===== config.mk =====
export PLATFORM = sky130hd
export DESIGN_NAME = fmap_write_scheduler_flat
export DESIGN_NICKNAME = d
export VERILOG_FILES = /design/src/rtl/fmap_write_scheduler_if.sv /design/src/rtl/fmap_write_scheduler.sv /design/src/flat_wrapper.sv
export SDC_FILE = /design/constraint.sdc
export NUM_CORES = 1
export LEC_CHECK = 0
export CAP_MARGIN = 20
export CORE_MARGIN = 2
export CORE_UTILIZATION = 59
export CTS_CLUSTER_SIZE = 16
export DETAILED_ROUTE_END_ITERATION = 7
export PLACE_DENSITY = 0.87
export SYNTH_ARGS = -nofsm -noshare
export SYNTH_HDL_FRONTEND = slang
export SYNTH_SLANG_ARGS = --single-unit

===== constraint.sdc =====
create_clock -name clk -period 14.2 [get_ports clk]
set_input_delay 2.84 -clock clk [delete_from_list [all_inputs] [get_ports clk]]
set_output_delay 2.84 -clock clk [all_outputs]
set_load 0.01 [all_outputs]

===== src/rtl/fmap_write_scheduler_if.sv =====
// Kernel-side handshake and feature-map write-lane bundle for fmap_write_scheduler.
// FMAP_SCHED_OVERFLOW_DETECT_EN adds the sticky overflow flag to the bundle.
interface fmap_write_scheduler_if #(
  parameter int NumberOfK          = 4,
  parameter int BitSize            = 32,
  parameter int ProcessingElements = 2,
  parameter int ImageWidth         = 4
);
  localparam int TotalPixels = ImageWidth * ImageWidth;
  localparam int KW = (NumberOfK > 1) ? $clog2(NumberOfK) : 1;
  localparam int AW = (NumberOfK * TotalPixels > 1) ? $clog2(NumberOfK * TotalPixels) : 1;

  logic [NumberOfK-1:0]                       in_valid;
  logic [NumberOfK-1:0][BitSize-1:0]          in_data;
  logic [NumberOfK-1:0]                       in_ready;
  logic [ProcessingElements-1:0]              wr_valid;
  logic [ProcessingElements-1:0][KW-1:0]      wr_kernel;
  logic [ProcessingElements-1:0][AW-1:0]      wr_addr;
  logic [ProcessingElements-1:0][BitSize-1:0] wr_data;
  logic                                       frame_done;
  logic                                       busy;
`ifdef FMAP_SCHED_OVERFLOW_DETECT_EN
  logic                                       overflow;
`endif

  modport master (
    output in_valid, in_data,
    input  in_ready, wr_valid, wr_kernel, wr_addr, wr_data, frame_done, busy
`ifdef FMAP_SCHED_OVERFLOW_DETECT_EN
    , input overflow
`endif
  );

  modport slave (
    input  in_valid, in_data,
    output in_ready, wr_valid, wr_kernel, wr_addr, wr_data, frame_done, busy
`ifdef FMAP_SCHED_OVERFLOW_DETECT_EN
    , output overflow
`endif
  );
endinterface


===== src/rtl/fmap_write_scheduler.sv =====
// Round-robin scheduler from per-kernel pixel slots onto the feature-map BRAM write lanes.
// Optional FMAP_SCHED_OVERFLOW_DETECT_EN: sticky flag for kernels pushing past frame end.
module fmap_write_scheduler #(
  parameter int NumberOfK          = 4,
  parameter int BitSize            = 32,
  parameter int ProcessingElements = 2,
  parameter int ImageWidth         = 4
) (
  input  logic                    clk,
  input  logic                    res_n,
  fmap_write_scheduler_if.slave   bus
);
  localparam int TotalPixels = ImageWidth * ImageWidth;
  localparam int KW = (NumberOfK > 1) ? $clog2(NumberOfK) : 1;
  localparam int AW = (NumberOfK * TotalPixels > 1) ? $clog2(NumberOfK * TotalPixels) : 1;
  localparam int PW = (TotalPixels > 1) ? $clog2(TotalPixels) : 1;

  localparam logic [1:0] S_IDLE   = 2'd0;
  localparam logic [1:0] S_ACTIVE = 2'd1;
  localparam logic [1:0] S_DONE   = 2'd2;

  logic [1:0]                                 state;
  logic [NumberOfK-1:0]                       slot_full;
  logic [NumberOfK-1:0]                       done_mask;
  logic [NumberOfK-1:0][BitSize-1:0]          slot_data;
  logic [PW-1:0]                              pix_cnt [NumberOfK];
  logic [KW-1:0]                              rr_ptr;
  logic [KW-1:0]                              rr_next;
  logic [NumberOfK-1:0]                       cap;
  logic [NumberOfK-1:0]                       gnt;
  logic [NumberOfK-1:0]                       done_set;
  logic [ProcessingElements-1:0]              lane_vld;
  logic [ProcessingElements-1:0][KW-1:0]      lane_k;
  logic [ProcessingElements-1:0][AW-1:0]      lane_addr;
  logic [ProcessingElements-1:0][BitSize-1:0] lane_data;

  // Ready depends only on registers, so kernels never see a path from their own valid.
  assign bus.in_ready   = ~slot_full & ~done_mask & {NumberOfK{state != S_DONE}};
  assign cap            = bus.in_valid & bus.in_ready;
  assign bus.busy       = (state != S_IDLE) || (|slot_full);
  assign bus.frame_done = (state == S_DONE);

  always_comb begin
    int n;
    int idx;
    int last;
    // NOTE: every variable gets a default before the scan so no latch is inferred.
    gnt       = '0;
    done_set  = '0;
    lane_vld  = '0;
    lane_k    = '0;
    lane_addr = '0;
    lane_data = '0;
    n         = 0;
    last      = int'(rr_ptr);
    for (int i = 0; i < NumberOfK; i++) begin
      idx = int'(rr_ptr) + i;
      if (idx >= NumberOfK) idx = idx - NumberOfK;
      if (slot_full[idx] && n < ProcessingElements) begin
        gnt[idx]       = 1'b1;
        done_set[idx]  = (pix_cnt[idx] == PW'(TotalPixels - 1));
        lane_vld[n]    = 1'b1;
        lane_k[n]      = KW'(idx);
        lane_addr[n]   = AW'(idx * TotalPixels) + AW'(pix_cnt[idx]);
        lane_data[n]   = slot_data[idx];
        n              = n + 1;
        last           = idx;
      end
    end
    if (n == 0)                  rr_next = rr_ptr;
    else if (last == NumberOfK - 1) rr_next = '0;
    else                         rr_next = KW'(last + 1);
  end

  // NOTE: registers use non-blocking assignments so every update sees pre-edge values.
  always_ff @(posedge clk or negedge res_n) begin
    if (!res_n) begin
      state     <= S_IDLE;
      slot_full <= '0;
      done_mask <= '0;
      rr_ptr    <= '0;
      for (int k = 0; k < NumberOfK; k++) pix_cnt[k] <= '0;
    end else begin
      slot_full <= (slot_full & ~gnt) | cap;
      rr_ptr    <= rr_next;
      for (int k = 0; k < NumberOfK; k++) begin
        if (gnt[k]) pix_cnt[k] <= done_set[k] ? '0 : pix_cnt[k] + 1'b1;
      end
      if (state == S_DONE) done_mask <= '0;
      else                 done_mask <= done_mask | done_set;
      case (state)
        S_IDLE:   if (|cap) state <= S_ACTIVE;
        S_ACTIVE: if ((&done_mask) && !(|slot_full)) state <= S_DONE;
        S_DONE:   state <= S_IDLE;
        default:  state <= S_IDLE;
      endcase
    end
  end

  // NOTE: slot payload is not reset; slot_full alone qualifies it.
  always_ff @(posedge clk) begin
    for (int k = 0; k < NumberOfK; k++) begin
      if (cap[k]) slot_data[k] <= bus.in_data[k];
    end
  end

  always_ff @(posedge clk or negedge res_n) begin
    if (!res_n) begin
      bus.wr_valid  <= '0;
      bus.wr_kernel <= '0;
      bus.wr_addr   <= '0;
      bus.wr_data   <= '0;
    end else begin
      bus.wr_valid  <= lane_vld;
      bus.wr_kernel <= lane_k;
      bus.wr_addr   <= lane_addr;
      bus.wr_data   <= lane_data;
    end
  end

`ifdef FMAP_SCHED_OVERFLOW_DETECT_EN
  // A finished kernel still presenting data means it ran past the frame end.
  always_ff @(posedge clk or negedge res_n) begin
    if (!res_n)                                          bus.overflow <= 1'b0;
    else if (|(bus.in_valid & ~bus.in_ready & done_mask)) bus.overflow <= 1'b1;
  end
`endif

endmodule


===== src/flat_wrapper.sv =====
// flat-port wrapper written by rule: the top's interface ports become plain ports
module fmap_write_scheduler_flat 
#(
  parameter int NumberOfK          = 4,
  parameter int BitSize            = 32,
  parameter int ProcessingElements = 2,
  parameter int ImageWidth         = 4
)
  (clk, res_n, bus_in_valid, bus_in_data, bus_in_ready, bus_wr_valid, bus_wr_kernel, bus_wr_addr, bus_wr_data, bus_frame_done, bus_busy);
  fmap_write_scheduler_if #(.NumberOfK(NumberOfK), .BitSize(BitSize), .ProcessingElements(ProcessingElements), .ImageWidth(ImageWidth)) bus_i ();
  input  logic clk;
  input  logic res_n;
  input wire logic [$bits(bus_i.in_valid)-1:0] bus_in_valid;
  input wire logic [$bits(bus_i.in_data)-1:0] bus_in_data;
  output wire logic [$bits(bus_i.in_ready)-1:0] bus_in_ready;
  output wire logic [$bits(bus_i.wr_valid)-1:0] bus_wr_valid;
  output wire logic [$bits(bus_i.wr_kernel)-1:0] bus_wr_kernel;
  output wire logic [$bits(bus_i.wr_addr)-1:0] bus_wr_addr;
  output wire logic [$bits(bus_i.wr_data)-1:0] bus_wr_data;
  output wire logic [$bits(bus_i.frame_done)-1:0] bus_frame_done;
  output wire logic [$bits(bus_i.busy)-1:0] bus_busy;
  assign bus_i.in_valid = bus_in_valid;
  assign bus_i.in_data = bus_in_data;
  assign bus_in_ready = bus_i.in_ready;
  assign bus_wr_valid = bus_i.wr_valid;
  assign bus_wr_kernel = bus_i.wr_kernel;
  assign bus_wr_addr = bus_i.wr_addr;
  assign bus_wr_data = bus_i.wr_data;
  assign bus_frame_done = bus_i.frame_done;
  assign bus_busy = bus_i.busy;
  fmap_write_scheduler #(.NumberOfK(NumberOfK), .BitSize(BitSize), .ProcessingElements(ProcessingElements), .ImageWidth(ImageWidth)) u_core (.clk(clk), .res_n(res_n), .bus(bus_i));
endmodule

# After elaboration in Yosys (flattened, before gate mapping)
# Index checks and enable logic that the tools add are counted.
# Widths: inputs -> output; s select.
# op_classes
addsub	19
n_lt_le_gt_ge	25
n_eq_ne	10
mux	125
bitwise_logic	20
reduce_logical	20
# ops
operator	count
$mux 32	23
$bmux 32 s2	4
$bwmux 64	3
$ge 32x1->1 const B	6
$mux 64	3
$ge 32x3->1 const B	4
$lt 32x3->1 const B	4
$lt 32x4->1 const B	4
$not 32->32	4
$demux 32 s1	3
$ge 32x4->1 const B	3
$mux 4	24
$sub 32x4->32 const B	3
$add 32x2->32 const B	2
$bwmux 12	3
$mux 12	3
$bmux 4 s2	4
$eq 32x3->1 const B	1
$logic_not 32->1	1
$add 6x4->6	4
$bwmux 4	6
$mux 6	4
$and 4x4->4	5
$mux 2	10
33 further kinds	88
# word_totals
register_bits	238
word_cells	238

# Depth between registers and ports, before layout
# depth
depth_word	18
mapped_depth	27

# Worst setup path after synthesis
# OpenSTA, ideal clock, no wires.
# synth_path
kind	input to register
from	in bus_in_valid[2]
to	reg u_core.state[0]
arrival_ps	6922
t_required_ps	14106
setup_slack_ps	7184
path_stages	4
n_path_buf	0
path_cell_list	nor4b_1 -> or4_1 -> nor2_1 -> a211oi_1
# synth_between
elab_chain_len	4
# synth_rtl
element	line	rtl
from (decl)	flat_wrapper.sv:13	input wire logic [$bits(bus_i.in_valid)-1:0] bus_in_valid;
$and 4x4->4	fmap_write_scheduler.sv:39	assign cap = bus.in_valid & bus.in_ready;
$reduce_or 4->1	fmap_write_scheduler.sv:92	S_IDLE: if (|cap) state <= S_ACTIVE;
$ne 2x1->1 (no source line)	n/a	
$reduce_and 2->1 (no source line)	n/a	
to (signal assigned)	fmap_write_scheduler.sv:92	
to (signal assigned)	fmap_write_scheduler.sv:93	S_ACTIVE: if ((&done_mask) && !(|slot_full)) state <= S_DONE;
to (signal assigned)	fmap_write_scheduler.sv:94	S_DONE: state <= S_IDLE;
to (decl)	fmap_write_scheduler.sv:22	logic [1:0] state;
# Every way passes these cells.
# A chain may end at the register's enable or synchronous reset.

==> impl_results.rst <==
.. list-table::
   :header-rows: 1

   * - Metric
     - Value
   * - Arithmetic-cell share of the synthesized area counting full adders, half adders and majority gates
     - 1.873%
   * - Sequential fraction of the synthesis area
     - 47.22%
   * - Clock tree from TritonCTS
     - yes
   * - Post-synthesis share of cell area spent on xor and xnor gates
     - 0.06366%
   * - Share of the synthesized area in the top cell type
     - 27.94%
   * - Top flip-flop cell by instance count after synthesis
     - sky130_fd_sc_hd__edfxtp_1
   * - Max-cap violation count
     - 0
   * - Simple-Gate Fraction of Synth Area
     - 7.212%
   * - WL/cell
     - 24.82 um
   * - Hold Fails Final Rpt
     - 0
   * - Type of the worst setup path
     - flop to flop
   * - Kind of capture point of the worst setup path
     - flop
   * - Cell row count
     - 55
   * - Buffers from clock root to sink, at most
     - 3
   * - Number of instances resized during post-cts repair
     - 0
   * - CTS hold repair buffers
     - 0
   * - Fraction of final layout cells sized beyond drive strength 1
     - 23.23%
   * - Top-count cell post-synth
     - sky130_fd_sc_hd__edfxtp_1
   * - Final antenna-violating net count
     - 0
   * - Instance count along the most critical hold path
     - 1
   * - Count of synthesis-stage warnings from yosys
     - 0
   * - Startpoint of the worst register-to-register path
     - u_core.rr_ptr[0]
   * - Die Outline Area
     - 24560 um^2
   * - Crit share post-route
     - 43.30%
   * - Kind of path behind the tightest hold check
     - flop to flop
   * - Number of antenna violations at the first check in global routing
     - 3
   * - Reg-to-Reg End
     - u_core.bus.wr_data[48]
   * - Final design instance area without fill
     - 16950 um^2
   * - Input/output buffers
     - 221
   * - Area Overhead vs Synth
     - 23.19%
   * - Slew at the pin closest to its max-slew limit
     - 1123 ps
   * - Share of synthesized registers carrying an async set or reset
     - 45.30%
   * - Flops & latches, synth
     - 234
   * - Worst slew margin relative to its limit
     - 25.11%
   * - Effective utilization at floorplan
     - 60.40%
   * - Cell area after synthesis
     - 13760 um^2
   * - Post-synth net total
     - 1136
   * - CORE AREA
     - 22780 um^2
   * - Post-CTS Setup Inserts
     - 0
   * - GP Congestion
     - 0.8803
   * - Post-Route Skew
     - 10.62 ps
   * - Max-slew violation count
     - 0
   * - Register-to-register path setup slack
     - 8050 ps
   * - Fin nets
     - 1307
   * - Chip height
     - 156.7 um
   * - Buffer type at the clock tree root
     - sky130_fd_sc_hd__clkbuf_16
   * - Total setup violations reported at the end of the flow
     - 0
   * - DRC violation count after routing
     - 0
   * - Global-route wire length before repair
     - 56450 um
   * - Total grt overflow
     - 0
   * - Max Fclk
     - 162.6 MHz
   * - CP Max Fanout
     - 67
   * - Syn Inst Count
     - 982
   * - Number of iterations in the first detailed-routing pass
     - 8
   * - Startpoint of the worst hold path
     - u_core.state[1]
   * - Placed wire-length estimate
     - 23340 um
   * - Via count of the first global-routing pass
     - 10080
   * - Die Wd
     - 156.7 um
   * - Final Util
     - 74.41%
   * - Sink Count
     - 234
   * - Area used by multi-input combinational logic
     - 6754 um^2
   * - Area used by sequential logic in the layout
     - 6504 um^2
   * - Kind of launch point of the worst setup path
     - flop
   * - Via/cell ratio
     - 6.882
   * - Clock latency reported for the late side of the worst-skew pair
     - 520 ps
   * - Reg2reg path depth
     - 11
   * - Number of buffers created by CTS
     - 25
   * - Endpoint arrival time on the critical path
     - 6510 ps
   * - Min Tclk post-route
     - 6149 ps
   * - Iter 0 DRT Violations
     - 1010
   * - Most area-consuming cells after synthesis
     - sky130_fd_sc_hd__edfxtp_1, sky130_fd_sc_hd__mux4_2, sky130_fd_sc_hd__dfrtp_1
   * - Worst hold slack
     - 478.2 ps
   * - Sum of negative setup slack
     - 0 ps
   * - Cell taking the most area after synthesis
     - sky130_fd_sc_hd__edfxtp_1
   * - Average cell area after synthesis
     - 14.01 um^2
   * - Top Ports
     - 222
   * - Vias
     - 10230
   * - Ranking of synthesized cells by instance count
     - sky130_fd_sc_hd__edfxtp_1, sky130_fd_sc_hd__mux4_2, sky130_fd_sc_hd__dfrtp_1, sky130_fd_sc_hd__nor2_1, sky130_fd_sc_hd__nand2_1
   * - Number of enable flip-flop cells after synthesis
     - 128
   * - Largest family of logic cells by synthesized area
     - multiplexers
   * - Fill count
     - 1384
   * - All-layer global routing usage
     - 29.96%
   * - Required time worst endpoint
     - 14560 ps
   * - Area fraction in compound gates after synthesis
     - 14.85%
   * - Maximum number of pins on one net before global-route repair
     - 79
   * - Total routed wirelength
     - 36880 um
   * - RSZ-0062 raised after global routing
     - false
   * - Share of synthesized area spent on multiplexers
     - 24.57%
   * - H-Tree Level Count
     - 1
   * - Placed cell areas
     - 16020 um^2
   * - Yosys cell types
     - 66
   * - Hold worst-path end
     - u_core.state[0]
   * - Clock-pin slew on the worst setup and hold paths
     - 60 ps
   * - Status
     - completed
==> worst max-delay path: stages, from the launching register on <==
cell                      delay, ps
sky130_fd_sc_hd__dfrtp_4        750
sky130_fd_sc_hd__buf_4          510
sky130_fd_sc_hd__buf_16         320
sky130_fd_sc_hd__mux4_2        1030
sky130_fd_sc_hd__ha_1           390
sky130_fd_sc_hd__nor2_1         120
sky130_fd_sc_hd__a22oi_4        360
sky130_fd_sc_hd__inv_4          190
sky130_fd_sc_hd__fa_1          1040
sky130_fd_sc_hd__nand2_4        710
sky130_fd_sc_hd__nor2_1         380
sky130_fd_sc_hd__a21oi_2         60
==> flip-flops by register name, summed over array words and instances (netlist names), 4 cells and up <==
signal and flops:
u_core.bus.wr_addr 10, u_core.bus.wr_data 64, u_core.done_mask 4, u_core.pix_cnt 16, u_core.slot_data 128, u_core.slot_full 4
==> per-stage QoR <==
step                      worst slack (ps)  std cells
after detailed placement              7879       1437
after floorplan                       7184        982
after CTS                             7843       1482
after global routing                  7678       1486
final                                 8051       1486
after global placement                7488       1436
==> layer usage <==
layer,GRT usage [%],vias up,wire length (um)
met2,49.12,664,18510
met4,12.58,2,1497
met5,0,-,8
met1,40.00,5140,13450
li1,-,4304,-
met3,5.179,117,3419
==> area by class of cell <==
| type | instances | share of cell area, % |
|---|---|---|
| Clock inverter | 14 | 1.285 |
| Timing Repair Buffer | 236 | 13.94 |
| Multi-Input combinational cell | 639 | 39.85 |
| Sequential cell | 234 | 38.37 |
| Antenna cell | 2 | 0.02953 |
| Clock buffer | 31 | 3.824 |
| Tap cell | 313 | 2.311 |
| Inverter | 17 | 0.3913 |
==> kinds of logic (layout without fill, tap and decap cells) <==
family | after synthesis | count (layout)
buffers and inverters | 109 | 298
multiplexers | 181 | 181
XOR/XNOR | 1 | 1
adder cells (fa/ha/maj) | 20 | 20
AND/OR/NAND/NOR | 206 | 206
other | 0 | 2
AO/OA/AOI/OAI | 231 | 231
flip-flops | 234 | 234
==> placed cells by master (no fill, tap or decap), drive strengths merged, types with 8 or more instances in the layout <==
master,count
a211oi,13
a21oi,43
a221oi,29
a22oi,33
and2,12
buf,16
clkbuf,31
clkdlybuf4s50,220
dfrtp,106
edfxtp,128
ha,19
inv,17
mux2,8
mux2i,49
mux4,124
nand2,64
nand3,10
nor2,70
nor3,12
o21ai,21
o31ai,40
or3,10
==> worst max path at each step <==
stage | slack [ps] | from | end
6_report | 8050 | u_core.rr_ptr[0] | u_core.bus.wr_data[48]
5_1_grt | 7680 | u_core.rr_ptr[0] | u_core.bus.wr_kernel[2]
4_1_cts | 7840 | u_core.rr_ptr[0] | u_core.bus.wr_kernel[2]
3_5_place_dp | 7880 | u_core.rr_ptr[0] | u_core.bus.wr_kernel[2]
3_3_place_gp | 7490 | u_core.rr_ptr[0] | u_core.bus.wr_kernel[2]
2_1_floorplan | 7180 | bus_in_valid[2] | u_core.state[0]
Power is not shown: default switching activity piles up to over one toggle a cycle in this logic, so the estimate is an artifact.
